===== src/rtl/mips_pkg.sv =====
// Shared definitions for the instruction-memory side of the core: loader states,
// memory geometry and the checksum fold used by the program loader.
package mips_pkg;

  typedef enum logic [2:0] {
    ST_IDLE = 3'd0,
    ST_HDR  = 3'd1,
    ST_DATA = 3'd2,
    ST_CKS  = 3'd3,
    ST_DONE = 3'd4
  } loader_state_t;

  localparam int IMEM_BYTES = 256;
  localparam int IMEM_WORDS = 64;

  function automatic logic [7:0] cks_fold(input logic [7:0] acc, input logic [7:0] b);
    return acc ^ b;
  endfunction

endpackage


===== src/rtl/imem_loader.sv =====
// Streams a program (header byte = word count, then big-endian bytes) into the
// instruction memory write port. Optional trailing checksum byte: IMEM_LOADER_CHECKSUM_EN.
module imem_loader #(
  parameter int ADDR_WIDTH = 8,
  parameter int BYTE_WIDTH = 8
) (
  input  logic                  clk,
  input  logic                  reset,
  input  logic                  start,
  input  logic                  byte_valid,
  input  logic [BYTE_WIDTH-1:0] byte_data,
  output logic                  byte_ready,
  output logic                  wr_en,
  output logic [ADDR_WIDTH-1:0] wr_addr,
  output logic [BYTE_WIDTH-1:0] wr_data,
  output logic                  cpu_hold,
  output logic                  done,
  output logic [6:0]            words_loaded,
  output logic                  err
);
  import mips_pkg::*;

  loader_state_t         state_r;
  logic                  byte_ready_r;
  logic                  wr_en_r;
  logic                  cpu_hold_r;
  logic                  done_r;
  logic                  last_r;
  logic [ADDR_WIDTH-1:0] idx_r;
  logic [ADDR_WIDTH-1:0] last_idx_r;
  logic [ADDR_WIDTH-1:0] wr_addr_r;
  logic [BYTE_WIDTH-1:0] wr_data_r;
  logic [6:0]            words_r;
  logic                  xfer_s;

  assign xfer_s       = byte_valid & byte_ready_r;
  assign byte_ready   = byte_ready_r;
  assign wr_en        = wr_en_r;
  assign wr_addr      = wr_addr_r;
  assign wr_data      = wr_data_r;
  assign cpu_hold     = cpu_hold_r;
  assign done         = done_r;
  assign words_loaded = words_r;

`ifdef IMEM_LOADER_CHECKSUM_EN
  logic [BYTE_WIDTH-1:0] xor_r;
  logic                  err_r;
  assign err = err_r;
`else
  assign err = 1'b0;
`endif

  // Loader FSM, write pipeline and counters.
  always_ff @(posedge clk) begin
    if (reset) begin
      state_r      <= ST_IDLE;
      byte_ready_r <= 1'b0;
      wr_en_r      <= 1'b0;
      cpu_hold_r   <= 1'b0;
      done_r       <= 1'b0;
      last_r       <= 1'b0;
      idx_r        <= '0;
      last_idx_r   <= '0;
      wr_addr_r    <= '0;
      wr_data_r    <= '0;
      words_r      <= 7'd0;
`ifdef IMEM_LOADER_CHECKSUM_EN
      xor_r        <= '0;
      err_r        <= 1'b0;
`endif
    end else begin
      wr_en_r <= 1'b0;
      case (state_r)
        ST_IDLE, ST_DONE: begin
          if (start) begin
            state_r      <= ST_HDR;
            byte_ready_r <= 1'b1;
            cpu_hold_r   <= 1'b1;
            done_r       <= 1'b0;
            last_r       <= 1'b0;
            idx_r        <= '0;
            words_r      <= 7'd0;
`ifdef IMEM_LOADER_CHECKSUM_EN
            xor_r        <= '0;
            err_r        <= 1'b0;
`endif
          end
        end
        ST_HDR: begin
          if (xfer_s) begin
            // Last index is 4N-1 truncated; header 0 wraps to the top of memory (64 words).
            last_idx_r <= ADDR_WIDTH'({byte_data, 2'b00} - (BYTE_WIDTH + 2)'(1));
            state_r    <= ST_DATA;
`ifdef IMEM_LOADER_CHECKSUM_EN
            xor_r      <= cks_fold(xor_r, byte_data);
`endif
          end
        end
        ST_DATA: begin
          if (last_r) begin
            state_r    <= ST_DONE;
            done_r     <= 1'b1;
            cpu_hold_r <= 1'b0;
            last_r     <= 1'b0;
          end else if (xfer_s) begin
            wr_en_r   <= 1'b1;
            wr_addr_r <= idx_r;
            wr_data_r <= byte_data;
            idx_r     <= idx_r + {{(ADDR_WIDTH-1){1'b0}}, 1'b1};
            if (idx_r[1:0] == 2'b11) begin
              words_r <= words_r + 7'd1;
            end
`ifdef IMEM_LOADER_CHECKSUM_EN
            xor_r <= cks_fold(xor_r, byte_data);
            if (idx_r == last_idx_r) begin
              state_r <= ST_CKS;
            end
`else
            if (idx_r == last_idx_r) begin
              byte_ready_r <= 1'b0;
              last_r       <= 1'b1;
            end
`endif
          end
        end
`ifdef IMEM_LOADER_CHECKSUM_EN
        ST_CKS: begin
          if (xfer_s) begin
            state_r      <= ST_DONE;
            byte_ready_r <= 1'b0;
            cpu_hold_r   <= 1'b0;
            done_r       <= 1'b1;
            err_r        <= (cks_fold(xor_r, byte_data) != 8'h00);
          end
        end
`endif
        default: begin
          state_r      <= ST_IDLE;
          byte_ready_r <= 1'b0;
          cpu_hold_r   <= 1'b0;
          last_r       <= 1'b0;
        end
      endcase
    end
  end

endmodule


===== config.mk =====
export PLATFORM = sky130hd
export DESIGN_NAME = imem_loader
export DESIGN_NICKNAME = d
export VERILOG_FILES = /design/src/rtl/mips_pkg.sv /design/src/rtl/imem_loader.sv
export SDC_FILE = /design/constraint.sdc
export NUM_CORES = 1
export LEC_CHECK = 0
export ABC_AREA = 1
export CORE_UTILIZATION = 35
export DETAILED_ROUTE_END_ITERATION = 6
export GPL_TIMING_DRIVEN = 0
export PLACE_DENSITY = 0.62
export REMOVE_ABC_BUFFERS = 1
export SYNTH_ARGS = -nofsm -noshare
export SYNTH_HDL_FRONTEND = slang
export SYNTH_SLANG_ARGS = --single-unit

===== constraint.sdc =====
create_clock -name clk -period 4.1 [get_ports clk]
set_input_delay 0.41 -clock clk [delete_from_list [all_inputs] [get_ports clk]]
set_output_delay 0.41 -clock clk [all_outputs]
set_load 0.1 [all_outputs]

==> reports/qor.yml, run 1 <==
run_status:
  outcome: "completed"
setup_path:
  startpoint_type: "flip-flop"
  worst-path-buf-inv: 1
  slowest_stage: "clkdlybuf4s50_1"
  slowest_delay_ns: 1.16
  end_kind: "output port"
  cp.arrival_ns: 1.86
  worst-setup-path-type: "reg2out"
  critical_path_cell_count: 1
  reg2regPathDepth: 11
  required_ns: 3.69
  cpLargestDelayFamily: "buffers and inverters"
  path_cells: "clkdlybuf4s50_1"
  critPathMaxFanout: 5
floorplanning:
  rows: 27
  dieArea_mm2: 0.006187
  start_util_pct: 36.90
  coreArea_mm2: 0.005574
  ios: 40
  die_h_um: 78.66
  die_w_um: 78.66
place:
  place_area_mm2: 0.002475
  placed_cells: 382
  place_ws_ns: 1.907
  gp_congestion: 0.8017
  hpwl_mm: 3.046
  io_buffers: 38
yosys:
  synthFlopType: "dfxtp_1"
  synth_area_leaders: "dfxtp_1, nor2_1, nand2_1, o21ai_0, a21oi_1"
  ys_ff_latch: 46
  netlist_instances: 281
  yosysTopAreaCell: "dfxtp_1"
  synth_cell_types: 30
  synth_edf_count: 0
  yosysWarnings: 0
  synthArstFlopShare_pct: 0
  synth.avg_cell_area_um2: 7.320
  synth_seq_area_share_pct: 44.77
  yosysTopAreaCellShare_pct: 44.77
  synth_area_mm2: 0.002057
finish:
  layout.cells.non_filler: 389
  syn_to_final_growth_pct: 24.03
  fin_util_pct: 45.77
  antenna_cells: 0
  fin_area_mm2: 0.002551
  final_common_cell: "nor2_1"
  fin_nets: 332
  most-common-layout-cells: "nor2_1, nand2_1, dfxtp_1, clkdlybuf4s50_1, o21ai_0"
  drive_gt1_share_pct: 4.732
flow_run:
  maxCapViolations: 0
cts:
  cts_tree: "built"
  clock_path_buffers: 2
  htreeDepth: 2
  cts_buffers: 5
  path_clk_slew_ns: 0.08
  clock-sinks: 46
  cts_root_buf: "clkbuf_8"
  cts_resized: 0
  clk_latency_ns: 0.29
  postCtsSetupRepairBufs: 0
  postCtsHoldBufs: 0
sta:
  skew_ns: 0.004967
  tns_ns: 0
  fin_ws_ns: 1.829
  final_hold_viol_count: 0
  holdWs_ns: 0.4824
  post-route-min-period_ns: 2.271
  post-route-period-util_pct: 55.38
  slew_headroom_pct: 35.15
  drv_slew: 0
  tightest_slew_ns: 0.9696
  clock.fmax_mhz: 440.4
  rsz0062_at_grt: "no"
  setup_viol: 0
routing:
  dr.first_iter.drc_count: 58
  routed_via_density: 4.576
  antenna_left: 0
  wl_mm: 4.259
  drc: 0
  num_vias: 1780
  wl_per_cell_um: 10.95
  drt_pass1_iterations: 4
power:
  ir_drop_v: 0.0001552
  power_density_mw_per_mm2: 329.2
  finalPower_uw: 839.9
  leakage_nw: 1.042
global_routing:
  first_global_vias: 1605
  grt_usage_pct: 15.00
  grt_pass1_wl_mm: 7.307
  use_met3_pct: 2.093
  grt_use_met1_pct: 19.90
  grt-busiest-layer: "met2"
  antenna_found_initial: 0
  grt.met2_usage_pct: 24.00
  grt_overflow: 0
  grt_max_degree: 27
worst_hold_path:
  min_path_type: "reg2reg"
  hold_depth: 2
-- sequential cells by signal, summed over array words and instances, names as in the netlist --
signal and count:
byte_ready 1, cpu_hold 1, done 1, idx_r 8
last_idx_r 7, last_r 1, state_r 3, words_loaded 7
wr_addr 8, wr_data 8, wr_en 1
-- layout make-up --
class,instances,area [um2]
fillers,587,3023
inverters,30,115.1
well taps,72,90.09
multi-input cells,196,968.4
repair buffers,38,380.4
flip-flops and latches,46,920.9
clock buffers,7,76.32
-- routing by layer --
| layer | up-vias | part of all wire [%] | wire (um) |
|---|---|---|---|
| met3 | 7 | 2.3 | 96 |
| li1 | 971 | - | - |
| met1 | 779 | 52 | 2209 |
| met2 | 23 | 44 | 1873 |
| met5 | - | 0 | 0 |
| met4 | 0 | 1.9 | 80 |
-- final timing paths --
| path | from | to | slack, ns |
|---|---|---|---|
| max | words_loaded[4]$_SDFFE_PP0P_ | words_loaded[4] | 1.83 |
| min | state_r[2]$_SDFFE_PP0P_ | state_r[2]$_SDFFE_PP0P_ | 0.48 |
| max reg2reg | state_r[0]$_SDFFE_PP0P_ | words_loaded[5]$_SDFFE_PP0P_ | 2.42 |
| min reg2reg | state_r[2]$_SDFFE_PP0P_ | state_r[2]$_SDFFE_PP0P_ | 0.48 |
-- tightest hold or removal path: cells and delay by family, from the launching register on --
family | cells | cell delay, ns
simple gates | 1 | 0.07
flops | 1 | 0.32
compound gates | 1 | 0.05
-- synthesized netlist by cell type (3+ instances only) --
library cell   n
nand2_1       47
nand4_1        3
a21oi_1       27
nor3_1         3
inv_1         28
o21ai_0       29
nand3_1       11
dfxtp_1       46
nand2_2        4
xor2_1         8
ha_1           3
nor2_1        48
buf_2          3
-- power by group --
part           internal, mW  leakage [nW]  switching (mW)
combinational        0.0344         0.632          0.0882
sequential            0.456         0.372         0.00625
clock                 0.118        0.0383           0.138
-- kinds of logic (layout without fill, tap and decap cells) --
| kind of cell | count (synthesis) | after routing | share of synthesized area (%) |
|---|---|---|---|
| AO/OA/AOI/OAI | 60 | 60 | 14.90 |
| other | 1 | 1 | 0.1823 |
| buffers and inverters | 39 | 75 | 8.150 |
| adder cells (fa/ha/maj) | 3 | 3 | 1.825 |
| flip-flops | 46 | 46 | 44.77 |
| AND/OR/NAND/NOR | 122 | 122 | 25.91 |
| XOR/XNOR | 10 | 10 | 4.258 |
Note: power is estimated with default switching activity, not from simulation.
==> inputs of run 2 (changes only) <==
==> constraint.sdc (replaced) <==
create_clock -name clk -period 2.1 [get_ports clk]
set_input_delay 0.21 -clock clk [delete_from_list [all_inputs] [get_ports clk]]
set_output_delay 0.21 -clock clk [all_outputs]
set_load 0.1 [all_outputs]
==> run 2 against run 1 <==
Net effect:
- power up 95%
- flip-flop and latch count unchanged
- wire length about the same
- non-clock buffer count unchanged
- largest power group unchanged
- clock-buffer cell count unchanged
- worst hold slack about the same
- global-route usage unchanged
==> reports/qor.yml, run 2 (synthesized netlist as in run 1, its figures left out) <==
run_status:
  outcome: "completed"
sta:
  slew_headroom_pct: 35.15  # unchanged
  drv_slew: 0  # unchanged
  clock.fmax_mhz: 491.7
  tns_ns: 0  # unchanged
  tightest_slew_ns: 0.9696  # unchanged
  fin_ws_ns: 0.06605  # -1.763 ns
  skew_ns: 0.004967  # unchanged
  post-route-period-util_pct: 96.85
  post-route-min-period_ns: 2.034
  rsz0062_at_grt: "no"
  setup_viol: 0  # unchanged
  final_hold_viol_count: 0  # unchanged
cts:
  cts_tree: "built"
  clk_latency_ns: 0.29  # about the same
  path_clk_slew_ns: 0.08  # about the same
  cts_buffers: 5  # unchanged
  clock_path_buffers: 2  # unchanged
  htreeDepth: 2  # unchanged
  cts_root_buf: "clkbuf_8"
  postCtsHoldBufs: 0  # unchanged
  clock-sinks: 46  # unchanged
power:
  power_density_mw_per_mm2: 640.8  # +95%
  finalPower_mw: 1.640  # +95%
  p_int_mw: 1.186  # +95%
  ir_drop_v: 0.0003034  # +95%
  p_switching_uw: 453.4  # +95%
  p_sw_share_pct: 27.65  # about the same
  pwr-share-seq_pct: 55.0  # about the same
  p_comb_share_pct: 14.6  # about the same
  leakage_nw: 1.096  # +5.1%
  pwr-share-clk_pct: 30.4  # about the same
setup_path:
  slowest_delay_ns: 1.15  # about the same
  critical_path_cell_count: 1  # unchanged
  critPathMaxFanout: 5  # unchanged
  path_cells: "clkdlybuf4s50_1"
  cpLargestDelayFamily: "buffers and inverters"
  reg2regPathDepth: 11  # unchanged
  startpoint_type: "flip-flop"
  worst-setup-path-type: "reg2out"
  required_ns: 1.89  # -1.80 ns
  startpoint: "words_loaded[2]$_SDFFE_PP0P_"
  cp.arrival_ns: 1.82  # -0.04 ns
  worst-path-buf-inv: 1  # unchanged
  reg2reg_from: "state_r[0]$_SDFFE_PP0P_"
  end_kind: "output port"
  slowest_stage: "clkdlybuf4s50_1"
floorplanning:
  start_util_pct: 36.90  # unchanged
  die_h_um: 78.66  # unchanged
  die_w_um: 78.66  # unchanged
  dieArea_mm2: 0.006187  # unchanged
  rows: 27  # unchanged
  coreArea_mm2: 0.005574  # unchanged
  ios: 40  # unchanged
place:
  io_buffers: 38  # unchanged
  place_ws_ns: 0.1067  # -1.800 ns
  hpwl_mm: 3.046  # unchanged
  gp_congestion: 0.8017  # unchanged
global_routing:
  first_global_vias: 1605  # unchanged
  grt_usage_pct: 15.00  # unchanged
  grt_overflow: 0  # unchanged
  grt_pass1_wl_mm: 7.307  # unchanged
  antenna_found_initial: 0  # unchanged
  grt_max_degree: 27  # unchanged
routing:
  routed_via_density: 4.578  # about the same
  dr.first_iter.drc_count: 59  # +1.7%
  drc: 0  # unchanged
  wl_per_cell_um: 10.94  # about the same
  antenna_left: 0  # unchanged
  num_vias: 1781  # +0.056%
  drt_pass1_iterations: 4  # unchanged
  wl_mm: 4.255  # about the same
finish:
  fin_nets: 332  # unchanged
  syn_to_final_growth_pct: 24.39
  most-common-layout-cells: "nor2_1, nand2_1, dfxtp_1, clkdlybuf4s50_1, o21ai_0"
  drive_gt1_share_pct: 4.732  # unchanged
  multi_input_area_um2: 968.4  # unchanged
  fin_util_pct: 45.90  # +0.13 points
  antenna_cells: 0  # unchanged
  final-seq-area_um2: 920.9  # unchanged
  fillers: 586  # -0.17%
  final_common_cell: "nor2_1"
worst_hold_path:
  hold_depth: 2  # unchanged
  min_path_type: "reg2reg"
  worstHoldStart: "state_r[2]$_SDFFE_PP0P_"
flow_run:
  maxCapViolations: 0  # unchanged
## run 2: cell types whose count changed in the layout (fill, tap and decap cells not counted)
cell,before,now
clkdlybuf4s50_1,38,35
dlymetal6s2s_1,0,3
## run 2: path summary, 6_finish.rpt
kind	to	slack (ns)
worst max-delay path	words_loaded[2]	0.07
worst min-delay path	state_r[2]$_SDFFE_PP0P_	0.48
worst max register to register	words_loaded[5]$_SDFFE_PP0P_	0.42
worst min register to register	state_r[2]$_SDFFE_PP0P_	0.48
## run 2: cell type report
cell class                      instances  area share [%]
Timing Repair Buffer                   38           15.16
Multi-Input combinational cell        196           37.85
Sequential cell                        46           35.99
Inverter                               30           4.499
Clock buffer                            7           2.983
Tap cell                               72           3.521
## run 2: stage by stage
stage | instances | area, um2 | hold slack [ns]
after detailed placement | 382 | 2475 | 0.4722
after global routing | 389 | 2559 | 0.5001
after global placement | 382 | 2475 | 0.4623
after floorplan | 272 | 2004 | 0.2791
final | 389 | 2559 | 0.4824
after CTS | 389 | 2551 | 0.4845
## run 2: layer usage
| layer | GRT usage (%) | part of all wire, % | up-vias |
|---|---|---|---|
| met5 | 0 | 0 | - |
| met4 | 6.667 | 1.9 | 0 |
| met3 | 2.093 | 2.3 | 7 |
| met2 | 24.00 | 44 | 23 |
| met1 | 19.90 | 52 | 780 |
| li1 | - | - | 971 |
## run 2: power groups by stage
stage / logic [mW] / registers [mW] / clock network (mW)
finish: 0.239 / 0.902 / 0.499
detailed placement: 0.240 / 0.923 / 0
floorplan: 0.0955 / 0.995 / 0
global placement: 0.239 / 0.922 / 0
CTS: 0.241 / 0.902 / 0.517
global route: 0.260 / 0.905 / 0.558
## run 2: repair_timing
action | 4_1_cts | 5_1_grt
resized for setup | 0 | 3
buffers inserted | 0 | 0
endpoints found under the setup margin | 0 | 3
